File: config.mk
export PLATFORM = sky130hd
export DESIGN_NAME = submaster_rr_arb
export DESIGN_NICKNAME = d
export VERILOG_FILES = /design/src/rtl/submaster_arb_pkg.sv /design/src/rtl/rr_pick.sv /design/src/rtl/submaster_rr_arb.sv
export SDC_FILE = /design/constraint.sdc
export NUM_CORES = 1
export LEC_CHECK = 0
export ABC_AREA = 0
export CAP_MARGIN = 15
export CORE_MARGIN = 8
export CORE_UTILIZATION = 43
export CTS_CLUSTER_DIAMETER = 30
export DETAILED_ROUTE_END_ITERATION = 8
export GPL_ROUTABILITY_DRIVEN = 0
export PLACE_DENSITY_LB_ADDON = 0.1
export SLEW_MARGIN = 20
export SYNTH_ARGS = -nofsm -noshare
export SYNTH_HDL_FRONTEND = slang
export SYNTH_SLANG_ARGS = --single-unit
export TNS_END_PERCENT = 20
File: constraint.sdc
create_clock -name clk -period 1.9 [get_ports clk]
set_input_delay 0.19 -clock clk [delete_from_list [all_inputs] [get_ports clk]]
set_output_delay 0.19 -clock clk [all_outputs]
set_load 0.05 [all_outputs]
File: src/rtl/submaster_arb_pkg.sv
// Shared types and limits for the submaster round-robin arbiter.
package submaster_arb_pkg;

   localparam int MAX_MASTERS = 8;

   typedef enum logic [1:0] {
      IDLE  = 2'd0,
      GRANT = 2'd1,
      WAIT  = 2'd2
   } arb_state_t;

endpackage

File: src/rtl/rr_pick.sv
// Combinational round-robin picker: searches from (i_ptr+1) mod N upward with
// wrap-around and returns the first requester as one-hot plus index.
module rr_pick
   import submaster_arb_pkg::*;
#(
   parameter int NUM_MASTERS = 3,
   parameter int IDX_W       = $clog2(NUM_MASTERS)
)(
   input  logic [NUM_MASTERS-1:0] i_req,
   input  logic [IDX_W-1:0]       i_ptr,
   output logic [NUM_MASTERS-1:0] o_gnt,
   output logic [IDX_W-1:0]       o_idx
);

   logic [IDX_W-1:0] w_cand;
   logic             w_found;

   always_comb begin
      o_gnt   = '0;
      o_idx   = '0;
      w_found = 1'b0;
      w_cand  = '0;
      for (int k = 1; k <= NUM_MASTERS; k++) begin
         w_cand = IDX_W'((int'(i_ptr) + k) % NUM_MASTERS);
         if (!w_found && i_req[w_cand]) begin
            w_found       = 1'b1;
            o_gnt[w_cand] = 1'b1;
            o_idx         = w_cand;
         end
      end
   end

endmodule

File: src/rtl/submaster_rr_arb.sv
// Round-robin arbiter granting one submaster at a time, with a WAIT-state
// watchdog that aborts a transfer whose done pulse never arrives.
module submaster_rr_arb
   import submaster_arb_pkg::*;
#(
   parameter int NUM_MASTERS    = 3,
   parameter int TIMEOUT_CYCLES = 1024,
   parameter int IDX_W          = $clog2(NUM_MASTERS)
)(
   input  logic                   clk,
   input  logic                   reset,
   input  logic [NUM_MASTERS-1:0] start,
   input  logic [NUM_MASTERS-1:0] xfer_done,
   output logic [NUM_MASTERS-1:0] grant,
   output logic [NUM_MASTERS-1:0] processing_submaster,
   output logic [IDX_W-1:0]       owner_idx,
   output logic                   busy,
   output logic                   timeout_err,
   output logic [IDX_W-1:0]       timeout_idx
);

   // Width kept at least 1 so the disabled-watchdog build still elaborates.
   localparam int               CNT_W    = (TIMEOUT_CYCLES > 0) ? $clog2(TIMEOUT_CYCLES + 1) : 1;
   localparam logic [CNT_W-1:0] CNT_LAST = (TIMEOUT_CYCLES > 0) ? CNT_W'(TIMEOUT_CYCLES - 1) : '0;
   localparam logic [IDX_W-1:0] LAST_RST = IDX_W'(NUM_MASTERS - 1);

   function automatic logic [CNT_W-1:0] sat_inc(input logic [CNT_W-1:0] v);
      return (v == '1) ? v : v + CNT_W'(1);
   endfunction

   arb_state_t             r_state;
   logic [NUM_MASTERS-1:0] r_grant;
   logic [NUM_MASTERS-1:0] r_proc;
   logic [IDX_W-1:0]       r_owner;
   logic [IDX_W-1:0]       r_last;
   logic                   r_busy;
   logic                   r_terr;
   logic [IDX_W-1:0]       r_tidx;
   logic [CNT_W-1:0]       r_cnt;

   logic [NUM_MASTERS-1:0] w_win;
   logic [IDX_W-1:0]       w_win_idx;

   rr_pick #(
      .NUM_MASTERS (NUM_MASTERS),
      .IDX_W       (IDX_W)
   ) u_pick (
      .i_req (start),
      .i_ptr (r_last),
      .o_gnt (w_win),
      .o_idx (w_win_idx)
   );

   always_ff @(posedge clk) begin
      if (reset) begin
         r_state <= IDLE;
         r_grant <= '0;
         r_proc  <= '0;
         r_owner <= '0;
         r_last  <= LAST_RST;
         r_busy  <= 1'b0;
         r_terr  <= 1'b0;
         r_tidx  <= '0;
         r_cnt   <= '0;
      end else begin
         r_grant <= '0;
         r_terr  <= 1'b0;
         case (r_state)
            IDLE: begin
               if (|start) begin
                  r_state <= GRANT;
                  r_grant <= w_win;
                  r_proc  <= w_win;
                  r_owner <= w_win_idx;
                  r_last  <= w_win_idx;
                  r_busy  <= 1'b1;
               end
            end
            GRANT: begin
               r_state <= WAIT;
               r_cnt   <= '0;
            end
            WAIT: begin
               // Owner's done has priority over a watchdog expiry in the same cycle.
               if (xfer_done[r_owner]) begin
                  r_state <= IDLE;
                  r_proc  <= '0;
                  r_busy  <= 1'b0;
               end else if ((TIMEOUT_CYCLES > 0) && (r_cnt == CNT_LAST)) begin
                  r_state <= IDLE;
                  r_proc  <= '0;
                  r_busy  <= 1'b0;
                  r_terr  <= 1'b1;
                  r_tidx  <= r_owner;
               end else begin
                  r_cnt <= sat_inc(r_cnt);
               end
            end
            default: begin
               r_state <= IDLE;
               r_proc  <= '0;
               r_busy  <= 1'b0;
            end
         endcase
      end
   end

   assign grant                = r_grant;
   assign processing_submaster = r_proc;
   assign owner_idx            = r_owner;
   assign busy                 = r_busy;
   assign timeout_err          = r_terr;
   assign timeout_idx          = r_tidx;

endmodule
==> After elaboration in Yosys (flattened, before gate mapping) <==
Cells that the tools add are included.
{ "op_classes": {"n_bitwise": 7, "reduce_logical": 17, "n_div": 3, "n_lt_le_gt_ge": 7, "n_mux": 39, "addsub": 4, "n_eq_ne": 9} }
{ "op_table": {"columns": ["operator", "n"], "rows": [
  ["remainder unit 32 x 3 -> 32 bit (second input constant)", 3],
  ["2-to-1 mux 11 bit", 3],
  ["case mux 11 bit (2 select lines)", 1],
  ["2-to-1 mux 3 bit", 6],
  ["2-to-1 mux 1 bit", 13],
  ["less-than comparator 2 x 3 -> 1 bit (second input constant)", 4],
  ["2-to-1 mux 2 bit", 6],
  ["adder 11 x 1 -> 11 bit (second input constant)", 1],
  ["== test 11 x 10 -> 1 bit (second input constant)", 1],
  ["== test 11 bit (second input constant)", 1],
  ["case mux 3 bit (3 select lines)", 1],
  ["OR reduction 3 bit", 3],
  ["binary-select mux 1 bit (select 2 bit)", 4],
  ["!= test 2 bit (second input constant)", 4],
  ["adder 2 x 2 -> 3 bit (second input constant)", 2],
  ["demux 1 bit (select 2 bit)", 3],
  ["greater-or-equal comparator 2 x 1 -> 1 bit (second input constant)", 3],
  ["OR 3 bit", 2],
  ["case mux 2 bit (3 select lines)", 1],
  ["AND reduction 3 bit", 2],
  ["logical AND 1 bit", 5],
  ["inverter 1 bit", 5],
  ["AND reduction 2 bit", 2],
  ["AND reduction 4 bit", 1],
  ["8 further kinds", 9]
]} }
{ "totals": {"input_bits": 8, "out_inout_bits": 12, "ff_bits": 27, "wordCells": 95} }

==> Depth between registers and ports, before layout <==
{ "logic_depth": {"ltp_word": 13, "ltp_mapped": 8, "depth_no_buf": 7} }

==> Modules after synthesis <==
A second synthesis with hierarchy kept.
{ "unflattened": {"hier_cells": 180, "hier_area_um2": 1537.7} }
{ "by_module_without_submodules": {"columns": ["module", "area_per_inst_um2", "cells_each", "instances", "seq_area_each_um2"], "rows": [
  ["submaster_rr_arb", 1257.5, 145, 1, 520.5],
  ["rr_pick", 280.3, 35, 1, 0.0]
]} }

==> Worst setup path before layout <==
No wires, ideal clock.
{ "synth_timing": {"path_kind": "register to register", "from": "register r_owner[1] (netlist: owner_idx[1])", "to": "register r_tidx[1] (netlist: timeout_idx[1])", "setup_slack_ps": -281, "setup_time_ps": 129, "synth_period_minus_slack_ps": 2181, "required_ps": 1771, "t_arrival_ps": 2052, "path_buffers": 0, "path_stages_with_launch": 6, "path_cell_list": "dfxtp_1 -> mux2_4 -> a2111oi_4 -> or3b_1 -> mux2i_1 -> nor2_1"} }
{ "synth_between": {"elab_chain_cells": 4} }
{ "synth_rtl": {"columns": ["item", "line_no", "source"], "rows": [
  ["start: declaration", "submaster_rr_arb.sv:34", "logic [IDX_W-1:0] r_owner;"],
  ["start signal: assignment", "submaster_rr_arb.sv:74", "r_owner <= w_win_idx;"],
  ["binary-select mux 1 bit (select 2 bit)", "submaster_rr_arb.sv:85", "if (xfer_done[r_owner]) begin"],
  ["2-to-1 mux 1 bit (not written as such)", "submaster_rr_arb.sv:85", null],
  ["inverter 1 bit (no line)", null, null],
  ["AND reduction 3 bit (no line)", null, null],
  ["end signal: assignment", "submaster_rr_arb.sv:94", "r_tidx <= r_owner;"],
  ["end: declaration", "submaster_rr_arb.sv:38", "logic [IDX_W-1:0] r_tidx;"]
]} }
Parallel ways exist; a longest one is shown, timed or not. The select of a mux whose other input is x is not followed.
A chain may end at the register's enable or synchronous reset.

==> Worst setup path in the final report <==
{ "layout_timing": {"from": "register r_owner[0] (netlist: owner_idx[0])", "to": "output port owner_idx[0]"} }
{ "layout_lines": {"columns": ["item", "line_no", "source"], "rows": [
  ["end: declaration", "submaster_rr_arb.sv:16", "output logic [IDX_W-1:0] owner_idx,"]
]} }
No word-level cell between the ends.

==> summary.md <==
| Metric | Value |
|---|---|
| Cell family with most CP delay | `buffers and inverters` |
| TritonCTS Sinks | `26` |
| Mapped cell area | `0.00133 mm2` |
| Area after DPL | `0.00161 mm2` |
| Design Power | `~1.4 mW` |
| Crit path buf inv count | `2` |
| Router iterations before antenna repair | `4` |
| CP Data Arrival Time | `roughly 1.6 ns` |
| Max-Cap Viols | `0` |
| Seq/Total Area, Yosys | `39.3%` |
| Hold Path Cell Cnt | `1` |
| Post-synth top area share | `39.3%` |
| Critical path class | `reg -> out` |
| Sw frac | `approximately 36%` |
| Critical path destination | `owner_idx[0]` |
| DR DRC count | `0` |
| CP required | `about 1.7 ns` |
| Vias in the first global route | `~1100` |
| VDD IR-drop max | `0.520 mV` |
| Dpl hpwl | `~2200 um` |
| CTS buffer count | `3` |
| Die X | `71.5 um` |
| Postcts setup bufs | `0` |
| CP max FO | `6` |
| Gr usage total | `a little under an eighth` |
| Largest net degree at the start of global routing | `15` |
| Crit. End Element | `primary output` |
| Leak Pwr | `between 0.6 and 0.7 nW` |
| Die Y | `around 72 um` |
| Die area | `approximately 0.0051 mm2` |
| Highest Clock Rate | `between 500 and 600 MHz` |
| I/O pins | `20` |
| Fillers | `between 200 and 300` |
| Reg power frac | `between 40% and 50%` |
| Critical Path Stages | `2` |
| Footprint of the multi-input gates | `around 760 um2` |
| Post-synth net total | `162` |
| FF-to-FF Start | `owner_idx[0]$_SDFFE_PP0P_` |
| Via density | `approximately 5.4` |
| Final period util | `a little over nine tenths` |
| Hold crit path type | `reg -> reg` |
| Register area | `524 um2` |
| Min Tclk post-route | `roughly 1.8 ns` |
| Delay of the slowest critical-path stage | `0.81 ns` |
| Switch Pwr | `around 0.52 mW` |
| Worst R2R Path Depth | `7` |
| CTS Hold Bufs | `0` |
| Slew HR | `63.2%` |
| Status | `finished, final reports clean` |
| Synth cell types | `39` |
| PortBufs | `19` |
| CTS tree | `built` |
| Synth area leader | `dfxtp_1` |
| Synth area leaders | `dfxtp_1 39%, ha_1 4.7%, xor2_1 4.6%` |
| Gr ovfl total | `0` |
| Initial antenna violation count | `0` |
| Clk root buf | `clkbuf_4` |
| Layout area overhead | `24.2%` |
| Clock slew at the register clock pins of the worst setup and hold paths | `0.13 ns` |
| # rows | `20` |
| Seq cells post-synth | `26` |
| Power Density | `approximately 860 mW/mm2` |
| Worst skew pair latency | `around 0.31 ns` |
| Synthesized instance count | `149` |
| Setup TNS | `0 ns` |
| Final Slew Violations | `0` |
| Post-Route Skew | `0.00318 ns` |
| Final Cell Area | `around 0.0016 mm2` |
| Final setup violation count | `0` |
| Drt wl/cell | `13.6 um` |
| Initial Util | `44.1%` |
| Yosys Warn Count | `0` |
| Hold Worst Slack | `~0.47 ns` |
| Core ar. | `around 0.0030 mm2` |
| Combinational share of power | `39.3%` |
| Share of cells above drive strength 1 | `roughly 13%` |
| Critical path cell sequence | `buf_4 -> clkdlybuf4s50_1` |
| Via count | `around 1100` |
| Startpoint Class | `register` |
| Clock share of power | `between 10% and 20%` |
| Worst R2R End | `processing_submaster[0]$_SDFFE_PP0P_` |
| Routed WL | `2850 um` |
| Critical-path top delay cell | `clkdlybuf4s50_1` |
| Ant. Diodes | `0` |
| Post-cts repair resize count | `0` |
| Reg2Reg Setup Slack | `~0.12 ns` |
| Final-report hold violation count | `0` |
| Crit path from | `owner_idx[0]$_SDFFE_PP0P_` |
| H-tree depth | `1` |
| RSZ-0062 raised after global routing | `false` |
| Number of DRC markers in iteration 0 | `slightly below 80` |
| Synthesized area per cell | `slightly below 9 um2` |
| Clock tree buffer depth | `2` |
| Worst Tran Pin Value | `between 0.5 and 0.6 ns` |
| Final Util | `around 55%` |
| Nets | `190` |
| First-pass GRT wire length | `a little under 5000 um` |
| Internal Power | `around 0.9 mW` |
| Antenna-violating nets left | `0` |
cell usage in the layout (no fill, tap or decap), types with 2 or more instances in the layout:
| cell type | count |
|---|---|
| a21o_1 | 3 |
| a21oi_1 | 6 |
| and3_1 | 6 |
| and3b_1 | 2 |
| and4_1 | 2 |
| buf_4 | 9 |
| clkbuf_4 | 3 |
| clkdlybuf4s50_1 | 19 |
| dfxtp_1 | 25 |
| ha_1 | 4 |
| inv_1 | 7 |
| mux2i_1 | 5 |
| nand2_1 | 8 |
| nand2b_1 | 2 |
| nand3_1 | 8 |
| nand4_1 | 7 |
| nor2_1 | 16 |
| nor2b_1 | 5 |
| nor3_1 | 3 |
| o21ai_0 | 5 |
| o31ai_1 | 2 |
| xor2_1 | 7 |
per-layer routing:
layer,wire (um),track usage (%)
met1,1360,14.1
met4,27,4.99
met5,0,0
met3,193,3.63
met2,1270,17.9
power by group through the flow:
stage	registers [mW]	logic (mW)	clock network, mW
2_1_floorplan	0.735	0.278	0
3_3_place_gp	0.634	0.536	0
3_5_place_dp	0.636	0.541	0
4_1_cts	0.624	0.544	0.249
5_1_grt	0.631	0.595	0.275
6_report	0.624	0.555	0.236
cells in the mapped netlist:
| master | count |
|---|---|
| dfxtp_1 | 26 |
| nor2_1 | 16 |
| nand2_1 | 8 |
| nand3_1 | 8 |
| inv_1 | 7 |
| nand4_1 | 7 |
| xor2_1 | 7 |
| a21oi_1 | 6 |
| and3_1 | 6 |
| mux2i_1 | 6 |
| ha_1 | 5 |
| nor2b_1 | 5 |
| o21ai_0 | 5 |
| a21o_1 | 3 |
| clkbuf_1 | 3 |
| nor3_1 | 3 |
| and3b_1 | 2 |
| and4_1 | 2 |
| buf_2 | 2 |
| nand2b_1 | 2 |
| o31ai_1 | 2 |
| a2111oi_4 | 1 |
| a211oi_1 | 1 |
| a22oi_1 | 1 |
| a31o_2 | 1 |
| a31oi_1 | 1 |
| a32o_1 | 1 |
| and2_1 | 1 |
| buf_4 | 1 |
| mux2_4 | 1 |
| nor3b_1 | 1 |
| nor4_2 | 1 |
| o211ai_1 | 1 |
| o21bai_1 | 1 |
| o221a_2 | 1 |
| o22a_1 | 1 |
| o2bb2ai_1 | 1 |
| or2_0 | 1 |
| or3b_1 | 1 |
through the flow:
step,instances,setup WS (ns)
6_report,209,0.0987
5_1_grt,209,0.00429
4_1_cts,209,0.0668
3_5_place_dp,205,-0.0762
3_3_place_gp,205,-0.00849
2_1_floorplan,149,0.0380
final cells by class:
type,instances,area share (%)
Clock buffer,4,1.60
Inverter,7,1.60
Multi-Input combinational cell,110,46.1
Sequential cell,26,31.9
Tap cell,33,2.51
Timing Repair Buffer,29,16.3
cell families (layout without fill, tap and decap cells):
family          count (synthesis)  after routing  share of synthesized area, %
simple gates                   64             64                          26.2
compound gates                 27             27                          15.4
buf+inv                        13             40                          4.16
fa+ha+maj                       5              5                          4.72
xor+xnor                        7              7                          4.63
flops                          26             26                          39.3
mux                             7              7                          5.67
worst min-delay path by stage:
stage               slack, ns                            startpoint                              endpoint
global placement         0.44                     busy$_SDFFE_PP0P_                     busy$_SDFFE_PP0P_
detailed placement       0.45                     busy$_SDFFE_PP0P_                     busy$_SDFFE_PP0P_
CTS                      0.48                     busy$_SDFFE_PP0P_                     busy$_SDFFE_PP0P_
floorplan                0.47                 r_cnt[5]$_SDFFE_PP0P_                 r_cnt[5]$_SDFFE_PP0P_
global route             0.50  processing_submaster[2]$_SDFFE_PP0P_  processing_submaster[2]$_SDFFE_PP0P_
finish                   0.47                     busy$_SDFFE_PP0P_                     busy$_SDFFE_PP0P_
flip-flops by register name, summed over array words and instances (netlist names):
signal / count
owner_idx: 2
timeout_err: 1
r_last: 1
timeout_idx: 2
busy: 1
r_cnt: 11
processing_submaster: 3
r_state: 2
grant: 3
worst register-to-register path: stages (launching register included):
cell and delay, ns:
dfxtp_1 0.35, inv_1 0.06, ha_2 0.42, mux2i_1 0.26, o22a_1 0.20, o21ai_0 0.08
a31oi_1 0.25, a21o_1 0.12
(Power assumes the default switching activity.)
